`config.mk`:
```
export PLATFORM = sky130hd
export DESIGN_NAME = hazard_ctrl
export DESIGN_NICKNAME = d
export VERILOG_FILES = /design/src/rtl/hazard_ctrl_pkg.sv /design/src/rtl/hazard_ctrl_hz_slot.sv /design/src/rtl/hazard_ctrl.sv
export SDC_FILE = /design/constraint.sdc
export NUM_CORES = 1
export LEC_CHECK = 0
export ABC_AREA = 0
export CAP_MARGIN = 30
export CORE_ASPECT_RATIO = 0.75
export CORE_MARGIN = 1.5
export CORE_UTILIZATION = 46
export DETAILED_ROUTE_END_ITERATION = 8
export PLACE_DENSITY = 0.73
export SYNTH_ARGS = -nofsm -noshare
export SYNTH_HDL_FRONTEND = slang
export SYNTH_SLANG_ARGS = --single-unit
```
`constraint.sdc`:
```
create_clock -name clk -period 2.9 [get_ports clk]
set_clock_uncertainty 0.15 [all_clocks]
set_input_delay 0.87 -clock clk [delete_from_list [all_inputs] [get_ports clk]]
set_output_delay 0.87 -clock clk [all_outputs]
set_load 0.03 [all_outputs]
```
`src/rtl/hazard_ctrl_pkg.sv`:
```
// hazard_ctrl_pkg
//   Shared definitions for the pipeline hazard/forwarding controller:
//   forward-mux select codes, the scoreboard slot record and the helper
//   functions that turn slot contents into select codes and stall requests.
package hazard_ctrl_pkg;

   localparam logic [1:0] RF_RD1 = 2'd0;
   localparam logic [1:0] RF_RD2 = 2'd0;
   localparam logic [1:0] AO_M   = 2'd1;
   localparam logic [1:0] M4     = 2'd2;

   typedef struct packed {
      logic [4:0] rs;
      logic [4:0] rt;
      logic [4:0] a3;
      logic [1:0] tnew;
      logic       md_start;
      logic       md_op;
   } slot_t;

   localparam int    SLOT_W      = $bits(slot_t);
   localparam slot_t SLOT_BUBBLE = '0;

   // M wins over W; a producer still computing in M is not forwarded.
   function automatic logic [1:0] fwd_sel(input logic [4:0] src,
                                          input slot_t      m,
                                          input slot_t      w,
                                          input logic [1:0] rf_code);
      if (src == 5'd0)                          return rf_code;
      if (m.a3 == src && m.tnew == 2'd0)        return AO_M;
      if (w.a3 == src)                          return M4;
      return rf_code;
   endfunction

   function automatic logic reg_hazard(input logic [4:0] src,
                                       input logic [1:0] tuse,
                                       input slot_t      e,
                                       input slot_t      m);
      if (src == 5'd0 || tuse == 2'd3) return 1'b0;
      return (e.a3 == src && e.tnew > tuse) || (m.a3 == src && m.tnew > tuse);
   endfunction

endpackage

```
`src/rtl/hazard_ctrl_hz_slot.sv`:
```
// hz_slot
//   One scoreboard register. Loads din each edge, or a bubble when
//   bubble=1. DEC_TNEW ages tnew by one (saturating at 0); CLR_TNEW
//   forces tnew to 0.
// Ports:
//   clk    in  1       system clock
//   reset  in  1       synchronous, active-low
//   bubble in  1       load an all-zero slot instead of din
//   din    in  SLOT_W  incoming slot record
//   dout   out SLOT_W  registered slot record
module hz_slot
   import hazard_ctrl_pkg::*;
#(
   parameter logic DEC_TNEW = 1'b0,
   parameter logic CLR_TNEW = 1'b0
) (
   input  logic              clk,
   input  logic              reset,
   input  logic              bubble,
   input  logic [SLOT_W-1:0] din,
   output logic [SLOT_W-1:0] dout
);

   slot_t din_s;
   slot_t slot_d;
   slot_t slot_q;

   assign din_s = din;

   always_comb begin
      slot_d = din_s;
      if (bubble) begin
         slot_d = SLOT_BUBBLE;
      end else if (CLR_TNEW) begin
         slot_d.tnew = 2'd0;
      end else if (DEC_TNEW && din_s.tnew != 2'd0) begin
         slot_d.tnew = din_s.tnew - 2'd1;
      end
   end

   always_ff @(posedge clk) begin
      if (!reset) slot_q <= SLOT_BUBBLE;
      else        slot_q <= slot_d;
   end

   assign dout = slot_q;

endmodule

```
`src/rtl/hazard_ctrl.sv`:
```
// hazard_ctrl
//   Hazard and forwarding controller for a five-stage MIPS pipeline.
//   Shadows E/M/W in a scoreboard and derives forward selects, the
//   pipeline stall and multiply/divide busy tracking.
// Ports:
//   clk, reset                 clock; synchronous active-low reset
//   d_rs, d_rt, d_a3           D-stage source/destination registers
//   d_tuse_rs, d_tuse_rt       stages until operand use (3 = unused)
//   d_tnew                     cycles until result, counted on E entry
//   d_md_start, d_md_op        D holds mult(0)/div(1)
//   d_is_md                    D holds any HI/LO or mult/div instruction
//   stall                      freeze PC/D, bubble into E
//   mfrsd_c, mfrtd_c           D-stage forward selects
//   mfrse_c, mfrte_c           E-stage forward selects
//   md_busy                    mult/div counter nonzero
module hazard_ctrl
   import hazard_ctrl_pkg::*;
#(
   parameter int MULT_CYC = 5,
   parameter int DIV_CYC  = 10
) (
   input  logic       clk,
   input  logic       reset,
   input  logic [4:0] d_rs,
   input  logic [4:0] d_rt,
   input  logic [1:0] d_tuse_rs,
   input  logic [1:0] d_tuse_rt,
   input  logic [4:0] d_a3,
   input  logic [1:0] d_tnew,
   input  logic       d_md_start,
   input  logic       d_md_op,
   input  logic       d_is_md,
   output logic       stall,
   output logic [1:0] mfrsd_c,
   output logic [1:0] mfrtd_c,
   output logic [1:0] mfrse_c,
   output logic [1:0] mfrte_c,
   output logic       md_busy
);

   localparam int MD_MAX = (MULT_CYC > DIV_CYC) ? MULT_CYC : DIV_CYC;
   localparam int CNT_W  = $clog2(MD_MAX + 1);

   slot_t d_slot;
   slot_t e_slot;
   slot_t m_slot;
   slot_t w_slot;

   logic             reg_stall;
   logic             md_stall;
   logic [CNT_W-1:0] md_cnt_d;
   logic [CNT_W-1:0] md_cnt_q;

   assign d_slot = '{rs: d_rs, rt: d_rt, a3: d_a3, tnew: d_tnew,
                     md_start: d_md_start, md_op: d_md_op};

   hz_slot u_slot_e (
      .clk    (clk),
      .reset  (reset),
      .bubble (stall),
      .din    (d_slot),
      .dout   (e_slot)
   );

   hz_slot #(.DEC_TNEW(1'b1)) u_slot_m (
      .clk    (clk),
      .reset  (reset),
      .bubble (1'b0),
      .din    (e_slot),
      .dout   (m_slot)
   );

   hz_slot #(.CLR_TNEW(1'b1)) u_slot_w (
      .clk    (clk),
      .reset  (reset),
      .bubble (1'b0),
      .din    (m_slot),
      .dout   (w_slot)
   );

   // E is always a bubble while an MD stall holds D, so a load never
   // collides with a countdown in progress.
   always_comb begin
      md_cnt_d = md_cnt_q;
      if (e_slot.md_start) begin
         md_cnt_d = e_slot.md_op ? CNT_W'(DIV_CYC) : CNT_W'(MULT_CYC);
      end else if (md_cnt_q != '0) begin
         md_cnt_d = md_cnt_q - CNT_W'(1);
      end
   end

   always_ff @(posedge clk) begin
      if (!reset) md_cnt_q <= '0;
      else        md_cnt_q <= md_cnt_d;
   end

   assign md_busy   = (md_cnt_q != '0);
   assign reg_stall = reg_hazard(d_rs, d_tuse_rs, e_slot, m_slot)
                    | reg_hazard(d_rt, d_tuse_rt, e_slot, m_slot);
   assign md_stall  = d_is_md & (e_slot.md_start | md_busy);
   assign stall     = reg_stall | md_stall;

   assign mfrsd_c = fwd_sel(d_rs,      m_slot, w_slot, RF_RD1);
   assign mfrtd_c = fwd_sel(d_rt,      m_slot, w_slot, RF_RD2);
   assign mfrse_c = fwd_sel(e_slot.rs, m_slot, w_slot, RF_RD1);
   assign mfrte_c = fwd_sel(e_slot.rt, m_slot, w_slot, RF_RD2);

endmodule

```
==> flow_summary.rst, run 1 <==
.. list-table::
   :header-rows: 1

   * - Metric
     - Value
   * - Number of instances on the worst hold path
     - 1
   * - Count of pins over their slew limit
     - 0
   * - Sequential fraction of the synthesis area
     - 0.3279
   * - Die Ht
     - roughly 62 microns
   * - Core utilization of the finished layout
     - 0.7042
   * - Mean Syn Cell Area
     - a little under 9 sq um
   * - Post-Synthesis Net Count
     - between 200 and 300
   * - Final nets
     - about 340
   * - Antenna diode instance count
     - 0
   * - Shortest clock period the worst path allows after layout
     - approximately 3.4 ns
   * - Cell taking the most area after synthesis
     - sky130_fd_sc_hd__dfxtp_1
   * - Count of yosys warnings during synthesis
     - 0
   * - Cell area power density
     - between 600 and 700 nW/um^2
   * - Total global routing overflow
     - 0
   * - End point of the critical path
     - stall
   * - Number of global-route vias before repair
     - 1792
   * - H-tree level count
     - 2
   * - Number of buffers created by CTS
     - 5
   * - Launching element type of the critical path
     - input pin
   * - Static Leakage
     - about 1.4 nW
   * - Highest-count cells in the layout ignoring fill and taps
     - 32 x sky130_fd_sc_hd__dfxtp_1, 31 x sky130_fd_sc_hd__buf_4, 25 x sky130_fd_sc_hd__xor2_1, 25 x sky130_fd_sc_hd__nor2_1, 23 x sky130_fd_sc_hd__nand4_1
   * - Final worst path period share
     - 1.173
   * - Top fanout value on the critical path
     - 2
   * - Number of port buffers
     - 35
   * - Worst skew pair latency
     - ~0.29 ns
   * - Result of the run
     - complete, but fails checks
   * - Initial antenna violation count
     - 0
   * - Crit path required time
     - 1.88 ns
   * - Proportion of netlist area held by the largest area contributor
     - 0.3279
   * - DPL Wire Length
     - a little over 4000 microns
   * - Core Footprint
     - roughly 4500 sq um
   * - Drt first-iter violations
     - between 150 and 200
   * - Post-route DRC
     - 0
   * - Clock transition at the register clock pins on the worst setup and hold paths after CTS
     - around 0.070 ns
   * - Worst reg2reg path startpoint
     - md_cnt_q[0]
   * - Final worst setup slack
     - -0.5007 ns
   * - Number of buffers between clock root and the deepest sink
     - 2
   * - CP arrival
     - roughly 2.4 ns
   * - Worst slack, placed
     - -0.7608 ns
   * - Total wire length
     - 6450 microns
   * - Cell area after synthesis
     - 2137 sq um
   * - Critical Setup Path Class
     - input pin to output port
   * - Most common cell after layout, fill and taps aside
     - sky130_fd_sc_hd__dfxtp_1
   * - Avg Vias per Cell
     - roughly 5.5
   * - Crit path launch
     - d_rt[1]
   * - Setup TNS after final layout
     - -1.417 ns
   * - Final-report setup violation count
     - 5
   * - Routability congestion estimate from global placement
     - between 0.8 and 0.9
   * - Worst flop-to-flop path endpoint
     - u_slot_e.dout[16]
   * - Largest net degree at the start of global routing
     - 36
   * - Max-slew headroom
     - 0.6322
   * - Total routing usage reported by global routing
     - 0.2482
   * - CTS tree
     - done
   * - Maxcap violations
     - 0
   * - Number of vias in the routed layout
     - 2003
   * - Die area
     - 5068 sq um
   * - Cells after synthesis
     - 245
   * - Final Hold Viols
     - 0
   * - Pre-antenna DRT Iters
     - 4
   * - Unrepaired setup endpoints after global routing
     - yes
   * - Clock root buffer master
     - sky130_fd_sc_hd__clkbuf_8
   * - Worst Reg2Reg Path Length in Cells
     - 8
   * - Initial core utilization
     - 0.4784
   * - Tightest Hold Check Type
     - register to register
   * - Share of layout cells above drive strength 1
     - 0.3495
   * - Number of nets with antenna violations after routing
     - 0
   * - Avg WL per Cell
     - ~18 microns
   * - Wire length of the first global-routing pass
     - roughly 9000 microns
   * - Number of rows created at floorplan
     - 21
   * - Final-layout worst hold slack
     - between 0.3 and 0.4 ns
   * - Transition at the pin with the smallest max-transition slack
     - 0.5460 ns
   * - Count of pins on the block boundary
     - 36
   * - Violations in the final reports
     - setup timing
   * - Largest cells by area after synthesis
     - sky130_fd_sc_hd__dfxtp_1 33%, sky130_fd_sc_hd__xor2_1 13%, sky130_fd_sc_hd__xnor2_1 8.2%
   * - Yosys reg bits
     - 35
   * - Worst Setup End Kind
     - output port
   * - Cell variety after synth
     - 34
   * - Max Fclk
     - between 0.2 and 0.3 GHz
   * - Register-to-register setup slack
     - a little under 0.7 ns
   * - Syn-to-layout area delta
     - 47.19%
   * - Number of sinks handled by clock tree synthesis
     - 35
   * - Overall die width
     - 81.71 microns
   * - Max VDD drop
     - 0.3364 mV
## synthesized netlist by cell type
master / count
sky130_fd_sc_hd__a211oi_1: 1
sky130_fd_sc_hd__a21boi_0: 1
sky130_fd_sc_hd__a21oi_1: 7
sky130_fd_sc_hd__a2bb2oi_1: 1
sky130_fd_sc_hd__a2bb2oi_2: 1
sky130_fd_sc_hd__and2_1: 12
sky130_fd_sc_hd__and3_1: 4
sky130_fd_sc_hd__buf_1: 2
sky130_fd_sc_hd__buf_2: 3
sky130_fd_sc_hd__buf_4: 2
sky130_fd_sc_hd__buf_6: 4
sky130_fd_sc_hd__clkbuf_1: 7
sky130_fd_sc_hd__dfxtp_1: 35
sky130_fd_sc_hd__ha_1: 10
sky130_fd_sc_hd__inv_1: 10
sky130_fd_sc_hd__nand2_1: 4
sky130_fd_sc_hd__nand3_1: 3
sky130_fd_sc_hd__nand3b_4: 1
sky130_fd_sc_hd__nand4_1: 23
sky130_fd_sc_hd__nand4b_1: 1
sky130_fd_sc_hd__nor2_1: 27
sky130_fd_sc_hd__nor2b_1: 4
sky130_fd_sc_hd__nor3_1: 9
sky130_fd_sc_hd__nor3_2: 1
sky130_fd_sc_hd__nor4_1: 7
sky130_fd_sc_hd__o21a_1: 4
sky130_fd_sc_hd__o21ai_0: 2
sky130_fd_sc_hd__o21ai_2: 1
sky130_fd_sc_hd__o311ai_2: 1
sky130_fd_sc_hd__or3_1: 1
sky130_fd_sc_hd__or4_1: 3
sky130_fd_sc_hd__or4_4: 2
sky130_fd_sc_hd__xnor2_1: 20
sky130_fd_sc_hd__xor2_1: 31
## layer usage
| layer | global-route usage | routed length [microns] | vias to the layer above |
|---|---|---|---|
| li1 | - | - | 961 |
| met1 | 0.3191 | 2580 | 929 |
| met2 | 0.4238 | 3175 | 100 |
| met3 | 0.06131 | 557 | 13 |
| met4 | 0.06538 | 136 | 0 |
| met5 | 0 | 0 | - |
## registers in the layout (all words and copies together) (netlist names)
signal and count:
u_slot_e.dout 19, u_slot_m.dout 7, u_slot_w.dout 5, md_cnt_q 4
## logic make-up after synthesis
group           synth area share
flops                     0.3279
xor+xnor                  0.2090
buf+inv                  0.06850
compound gates           0.06499
fa+ha+maj                0.05855
simple gates              0.2711
## where the power goes
group	switching, mW	total (mW)	internal, mW
combinational	0.418	0.788	0.370
sequential	0.0894	0.647	0.558
clock	0.195	0.454	0.259
## worst min-delay path by stage
stage,from,end
finish,u_slot_e.dout[2],u_slot_m.dout[3]
floorplan,u_slot_e.dout[2],u_slot_m.dout[3]
detailed placement,u_slot_e.dout[2],u_slot_m.dout[3]
CTS,u_slot_e.dout[2],u_slot_m.dout[3]
global route,u_slot_e.dout[2],u_slot_m.dout[3]
global placement,u_slot_e.dout[2],u_slot_m.dout[3]
## per-stage QoR
stage / power [mW] / instances / area (sq um)
final: 1.890 / 366 / 3146
after global routing: 1.994 / 366 / 3146
after CTS: 1.847 / 366 / 3063
after detailed placement: 1.376 / 351 / 2736
after global placement: 1.351 / 351 / 2736
after floorplan: 1.154 / 245 / 2216
## final cells by class
cell class	count	area [sq um]
multi-input cells	182	1540
clock inverters	3	46.29
fillers	303	1321
inverters	10	37.54
repair buffers	74	676.9
flip-flops and latches	35	704.4
well taps	57	71.32
clock buffers	5	68.82
## critical path, stage by stage
cell                        delay, ns
sky130_fd_sc_hd__buf_6           0.09
sky130_fd_sc_hd__or4_4           0.55
sky130_fd_sc_hd__a2bb2oi_4       0.17
sky130_fd_sc_hd__nand4_1         0.17
sky130_fd_sc_hd__o311ai_4        0.16
sky130_fd_sc_hd__nand3b_4        0.22
sky130_fd_sc_hd__buf_6           0.14
## timing repair
item,in CTS,in global routing
hold buffers,0,0
pin swaps,19,19
gates resized for setup,94,32
setup buffers,8,1
endpoints found under the setup margin,9,7
endpoints found under the hold margin,0,0
(Power assumes the default switching activity.)
==> run 2: changes to the inputs <==
==> constraint.sdc (replaced) <==
create_clock -name clk -period 2.8 [get_ports clk]
set_clock_uncertainty 0.15 [all_clocks]
set_input_delay 0.84 -clock clk [delete_from_list [all_inputs] [get_ports clk]]
set_output_delay 0.84 -clock clk [all_outputs]
set_load 0.03 [all_outputs]
==> run 2 against run 1 <==
The flow still finishes with violations (setup timing). Routed wire length fell by 14%. Register-to-register slack better by 0.07 ns. Cell count fell by 0.55%. Sequential power is 3% higher.
==> flow_summary.rst, run 2 (synthesis results as in run 1) <==
.. list-table::
   :header-rows: 1

   * - Metric
     - Value
   * - Result of the run
     - complete, but fails checks
   * - Violations in the final reports
     - setup timing
   * - Number of port buffers
     - 35
   * - Antenna diode instance count
     - 0
   * - Initial core utilization
     - 0.4784
   * - Final-report setup violation count
     - 5
   * - Count of pins on the block boundary
     - 36
   * - Number of buffers created by CTS
     - 5
   * - Unrepaired setup endpoints after global routing
     - yes
   * - Total wire length
     - between 5000 and 6000 microns
   * - Worst Setup End Kind
     - output port
   * - Drt first-iter violations
     - 93
   * - Die area
     - 5068 sq um
   * - Total global routing overflow
     - 0
   * - Number of nets with antenna violations after routing
     - 0
   * - Avg WL per Cell
     - approximately 15 microns
   * - Max-slew headroom
     - 0.7652
   * - Maxcap violations
     - 0
   * - Syn-to-layout area delta
     - 41.63%
   * - Number of global-route vias before repair
     - ~1.7k
   * - Final worst path period share
     - 1.140
   * - Initial antenna violation count
     - 0
   * - Final nets
     - 342
   * - Final worst setup slack
     - -0.3925 ns
   * - Highest-count cells in the layout ignoring fill and taps
     - 33 x sky130_fd_sc_hd__buf_4, 31 x sky130_fd_sc_hd__xor2_1, 30 x sky130_fd_sc_hd__dfxtp_1
   * - Critical Setup Path Class
     - input pin to output port
   * - Number of sinks handled by clock tree synthesis
     - 35
   * - Max Fclk
     - ~0.31 GHz
   * - Die Ht
     - a little over 60 microns
   * - DPL Wire Length
     - roughly 4000 microns
   * - Max VDD drop
     - a little over 0.4 mV
   * - Shortest clock period the worst path allows after layout
     - 3.193 ns
   * - Final Cell Area
     - 3027 sq um
   * - Number of vias in the routed layout
     - ~1.9k
   * - Total routing usage reported by global routing
     - 0.2355
   * - Number of buffers between clock root and the deepest sink
     - 2
   * - Worst skew pair latency
     - 0.30 ns
   * - Top fanout value on the critical path
     - 2
   * - Largest register FFs
     - 19
   * - Crit path required time
     - ~1.8 ns
   * - Post-route DRC
     - 0
   * - Launching element type of the critical path
     - input pin
   * - Final Hold Viols
     - 0
   * - Clock transition at the register clock pins on the worst setup and hold paths after CTS
     - roughly 0.070 ns
   * - Number of rows created at floorplan
     - 21
   * - Pre-antenna DRT Iters
     - 4
   * - Cell area power density
     - 629.5 nW/um^2
   * - CP arrival
     - roughly 2.2 ns
   * - Avg Vias per Cell
     - 5.234
   * - Post-CTS Hold Fix Bufs
     - 0
   * - Tightest Hold Check Type
     - register to register
   * - Static Leakage
     - ~1.3 nW
   * - H-tree level count
     - 2
   * - Clock root buffer master
     - sky130_fd_sc_hd__clkbuf_8
   * - Tot Pwr
     - around 1.9 mW
   * - Count of pins over their slew limit
     - 0
   * - Area of placed instances
     - between 2000 and 3000 sq um
   * - Wire length of the first global-routing pass
     - approximately 8500 microns
   * - Largest net degree at the start of global routing
     - 36
   * - CTS tree
     - done
   * - Most common cell after layout, fill and taps aside
     - sky130_fd_sc_hd__buf_4
   * - Core Footprint
     - ~4500 sq um
   * - Overall die width
     - between 80 and 90 microns
   * - Transition at the pin with the smallest max-transition slack
     - 0.3489 ns
   * - Share of layout cells above drive strength 1
     - 0.3322
   * - Routability congestion estimate from global placement
     - approximately 0.86
[run 2: cell types whose count changed in the layout (fill, tap and decap cells not counted), sizes merged]
cell | before | now
clkinv | 0 | 2
clkbuf | 10 | 6
dlygate4sd2 | 3 | 2
buf | 55 | 58
clkinvlp | 1 | 0
inv | 11 | 10
[run 2: cell type report]
cell class / count / area [sq um]
clock inverters: 3 / 43.79
multi-input cells: 182 / 1475
inverters: 10 / 37.54
fillers: 344 / 1440
clock buffers: 5 / 68.82
repair buffers: 72 / 623.1
well taps: 57 / 71.32
flip-flops and latches: 35 / 706.9
[run 2: worst paths after layout]
kind | start | end | cells after the start | slack [ns]
max | d_rt[1] | stall | 7 | -0.39
max reg2reg | u_slot_m.dout[4] | u_slot_e.dout[12] | 8 | 0.75
min reg2reg | u_slot_e.dout[2] | u_slot_m.dout[3] | 1 | 0.36
min | u_slot_e.dout[2] | u_slot_m.dout[3] | 1 | 0.36
[run 2: layer usage]
layer	up-vias	routed length [microns]	share of wire	track usage
met5	-	0	0	0
met4	0	64	0.011	0.06780
met2	57	2402	0.43	0.3542
li1	962	-	-	-
met1	879	2803	0.50	0.3351
met3	7	299	0.054	0.05985
[run 2: what timing repair did]
item | CTS | global route
pin swaps | 21 | 14
setup endpoints to repair | 9 | 9
gates resized for setup | 87 | 32
buffers inserted | 3 | 2
[run 2: critical path, cell delays in order]
cell	delay (ns)
sky130_fd_sc_hd__buf_6	0.09
sky130_fd_sc_hd__or4_4	0.55
sky130_fd_sc_hd__a2bb2oi_4	0.17
sky130_fd_sc_hd__nand4_1	0.08
sky130_fd_sc_hd__o311ai_2	0.12
sky130_fd_sc_hd__nand3b_4	0.20
sky130_fd_sc_hd__buf_6	0.14
[run 2: per-stage QoR]
stage / std cells / util / setup slack (ns) / hold WS [ns] / setup TNS (ns)
finish: 364 / 0.6776 / -0.3925 / 0.3589 / -1.234
global route: 364 / 0.6776 / -0.4282 / 0.3696 / -1.429
CTS: 362 / 0.6613 / -0.4215 / 0.3630 / -1.267
detailed placement: 351 / 0.6126 / -0.8002 / 0.3465 / -7.469
global placement: 351 / 0.6126 / -0.7810 / 0.3203 / -7.330
floorplan: 245 / - / -0.2630 / 0.3097 / -0.6796
[run 2: where the power goes]
group          total, mW  internal (mW)  switching, mW
clock              0.460          0.265          0.196
sequential         0.666          0.579         0.0874
combinational      0.779          0.376          0.403
==> run 3: changes to the inputs <==
--- a/config.mk
+++ b/config.mk
@@ -10,8 +10,10 @@
 export CORE_ASPECT_RATIO = 0.75
 export CORE_MARGIN = 1.5
 export CORE_UTILIZATION = 46
+export CTS_CLUSTER_SIZE = 25
 export DETAILED_ROUTE_END_ITERATION = 8
-export PLACE_DENSITY = 0.73
+export PLACE_DENSITY = 0.71
 export SYNTH_ARGS = -nofsm -noshare
 export SYNTH_HDL_FRONTEND = slang
+export SYNTH_HIERARCHICAL = 1
 export SYNTH_SLANG_ARGS = --single-unit
==> run 3 against run 2 <==
The run still ends with setup timing left. Utilization increased by 7.9 points. Sequential share of layout area decreased by 1.0 points. Design area up 4.5%. Critical path type unchanged. Largest cell class unchanged. First-iteration DRC count shrank 5.4%. Synthesized area down 2.8%. Total power increased by 0.98%. Cell count down 0.55%. Setup slack improved by 0.029 ns.
==> flow_summary.rst, run 3 <==
.. list-table::
   :header-rows: 1

   * - Metric
     - Value
   * - Initial core utilization
     - 0.4970
   * - Crit-path cells
     - dlygate4sd2_1 > inv_2 > buf_4 > ha_4 > a21oi_2 > a21oi_2 > nand3b_1 > nand4_1 > buf_6
   * - Top fanout value on the critical path
     - 2
   * - Number of sinks handled by clock tree synthesis
     - 35
   * - Antenna diode instance count
     - 0
   * - Violations in the final reports
     - setup timing
   * - Launching element type of the critical path
     - input pin
   * - Number of instances on the worst hold path
     - 2
   * - Worst Setup End Kind
     - output port
   * - Number of rows created at floorplan
     - 20
   * - Die area
     - 4932 sq um
   * - Critical Setup Path Class
     - input pin to output port
   * - H-tree level count
     - 2
   * - Total wire length
     - roughly 5700 microns
   * - Max VDD drop
     - roughly 0.42 mV
   * - Cell repeated most along the worst path
     - sky130_fd_sc_hd__a21oi_2
   * - Avg WL per Cell
     - ~16 microns
   * - Number of global-route vias before repair
     - between 1.5k and 2k
   * - Core utilization of the finished layout
     - 0.7566
   * - Final nets
     - ~340
   * - CP arrival
     - about 2.2 ns
   * - Number of port buffers
     - 35
   * - Largest net degree at the start of global routing
     - 36
   * - Placed Cells incl. Taps
     - approximately 350
   * - Routability congestion estimate from global placement
     - 0.8516
   * - Clock transition at the register clock pins on the worst setup and hold paths after CTS
     - around 0.07 ns
   * - Cell with the largest stage delay on the worst path
     - sky130_fd_sc_hd__dlygate4sd2_1
   * - Pre-antenna DRT Iters
     - 4
   * - Overall die width
     - between 80 and 90 microns
   * - Largest register FFs
     - 19
   * - Tightest Hold Check Type
     - register to register
   * - Final worst setup slack
     - -0.3638 ns
   * - Cell area power density
     - a little over 600 nW/um^2
   * - Final-layout worst hold slack
     - ~0.44 ns
   * - Initial antenna violation count
     - 0
   * - Count of pins on the block boundary
     - 36
   * - Most common cell after layout, fill and taps aside
     - sky130_fd_sc_hd__buf_4
   * - Area of placed instances
     - between 2000 and 3000 sq um
   * - Setup TNS after final layout
     - -1.241 ns
   * - Crit. path cell count
     - 9
   * - Maxcap violations
     - 0
   * - Number of buffer and inverter instances along the worst setup path
     - 4
   * - Number of buffers created by CTS
     - 5
   * - Largest delay contributor family on the critical path
     - buffers and inverters
   * - Routed length on met3
     - ~220 microns
   * - Number of nets with antenna violations after routing
     - 0
   * - Post-route DRC
     - 0
   * - Total routing usage reported by global routing
     - 0.2339
   * - WL met2
     - 2616 microns
   * - DPL Wire Length
     - ~4000 microns
   * - Tot Pwr
     - about 1.9 mW
   * - Highest routed metal layer
     - met4
   * - Count of yosys warnings during synthesis
     - 6
   * - Final worst path period share
     - 1.130
   * - Max Fclk
     - between 0.3 and 0.4 GHz
   * - Result of the run
     - complete, but fails checks
   * - Fill count
     - approximately 310
   * - Count of pins over their slew limit
     - 0
   * - Worst skew pair latency
     - 0.29 ns
   * - Total global routing overflow
     - 0
   * - Static Leakage
     - 1.515 nW
   * - Mean Syn Cell Area
     - about 9.7 sq um
   * - Core Footprint
     - ~4200 sq um
   * - Final Hold Viols
     - 0
   * - Worst slack, placed
     - -1.288 ns
   * - Drt first-iter violations
     - slightly below 90
   * - Post-CTS Hold Fix Bufs
     - 0
   * - Number of buffers between clock root and the deepest sink
     - 2
   * - CTS tree
     - done
   * - Crit path required time
     - around 1.8 ns
   * - Final Cell Area
     - approximately 3200 sq um
   * - Die Ht
     - around 60 microns
   * - Share of layout cells above drive strength 1
     - 0.4104
   * - Clock root buffer master
     - sky130_fd_sc_hd__clkbuf_8
   * - Highest-count cells in the layout ignoring fill and taps
     - 43 x sky130_fd_sc_hd__buf_4, 33 x sky130_fd_sc_hd__dfxtp_1, 32 x sky130_fd_sc_hd__xor2_1
   * - Cells after synthesis
     - 214
   * - Count of non-filler cells in the finished layout
     - ~360
   * - Cell area after synthesis
     - between 2000 and 2500 sq um
   * - Maximum cell stage delay along the critical path
     - 0.24 ns
   * - Shortest clock period the worst path allows after layout
     - around 3.2 ns
   * - Syn-to-layout area delta
     - 52.23%
   * - Worst Reg2Reg Path Length in Cells
     - 9
   * - Unrepaired setup endpoints after global routing
     - yes
   * - Wire length of the first global-routing pass
     - between 8000 and 9000 microns
   * - Total routed wire length on the met1 layer
     - 2750 microns
   * - Number of vias in the routed layout
     - approximately 1.8k
   * - Avg Vias per Cell
     - slightly above 5
   * - Final-report setup violation count
     - 5
run 3: per-layer routing:
layer,GRT usage,up-vias
li1,-,921
met1,0.3153,847
met2,0.3890,45
met3,0.04889,11
met4,0.05911,0
met5,0,-
run 3: path summary, 6_finish.rpt:
| kind | from | to | slack, ns |
|---|---|---|---|
| max | d_tuse_rt[1] | stall | -0.36 |
| min | u_slot_e/dout[0] | md_cnt_q[2] | 0.44 |
| max reg2reg | u_slot_m/dout[2] | u_slot_e/dout[3] | 0.67 |
| min reg2reg | u_slot_e/dout[0] | md_cnt_q[2] | 0.44 |
run 3: cell type report:
type / count / area, sq um / area share
Sequential cell: 35 / 705.7 / 0.2232
Clock buffer: 6 / 82.58 / 0.02612
Multi-Input combinational cell: 170 / 1518 / 0.4800
Tap cell: 55 / 68.82 / 0.02176
Clock inverter: 2 / 38.79 / 0.01227
Inverter: 10 / 37.54 / 0.01187
Timing Repair Buffer: 84 / 710.7 / 0.2248
run 3: worst min-delay path, delay by kind of cell (launching register included):
kind            cells  cell delay (ns)
flops               1             0.32
compound gates      1             0.17
simple gates        1             0.05
run 3: repair_timing:
item / in CTS / in global routing
setup endpoints to repair: 27 / 8
cloned: 0 / 0
pin swaps: 17 / 17
hold endpoints to repair: 0 / 0
resized for setup: 86 / 38
setup buffers: 2 / 2
run 3: report_power, final:
| group | leakage, nW | switching [mW] | total [mW] | internal (mW) |
|---|---|---|---|---|
| registers | 0.288 | 0.0648 | 0.633 | 0.569 |
| clock network | 0.0618 | 0.187 | 0.479 | 0.293 |
| logic | 1.16 | 0.397 | 0.811 | 0.414 |
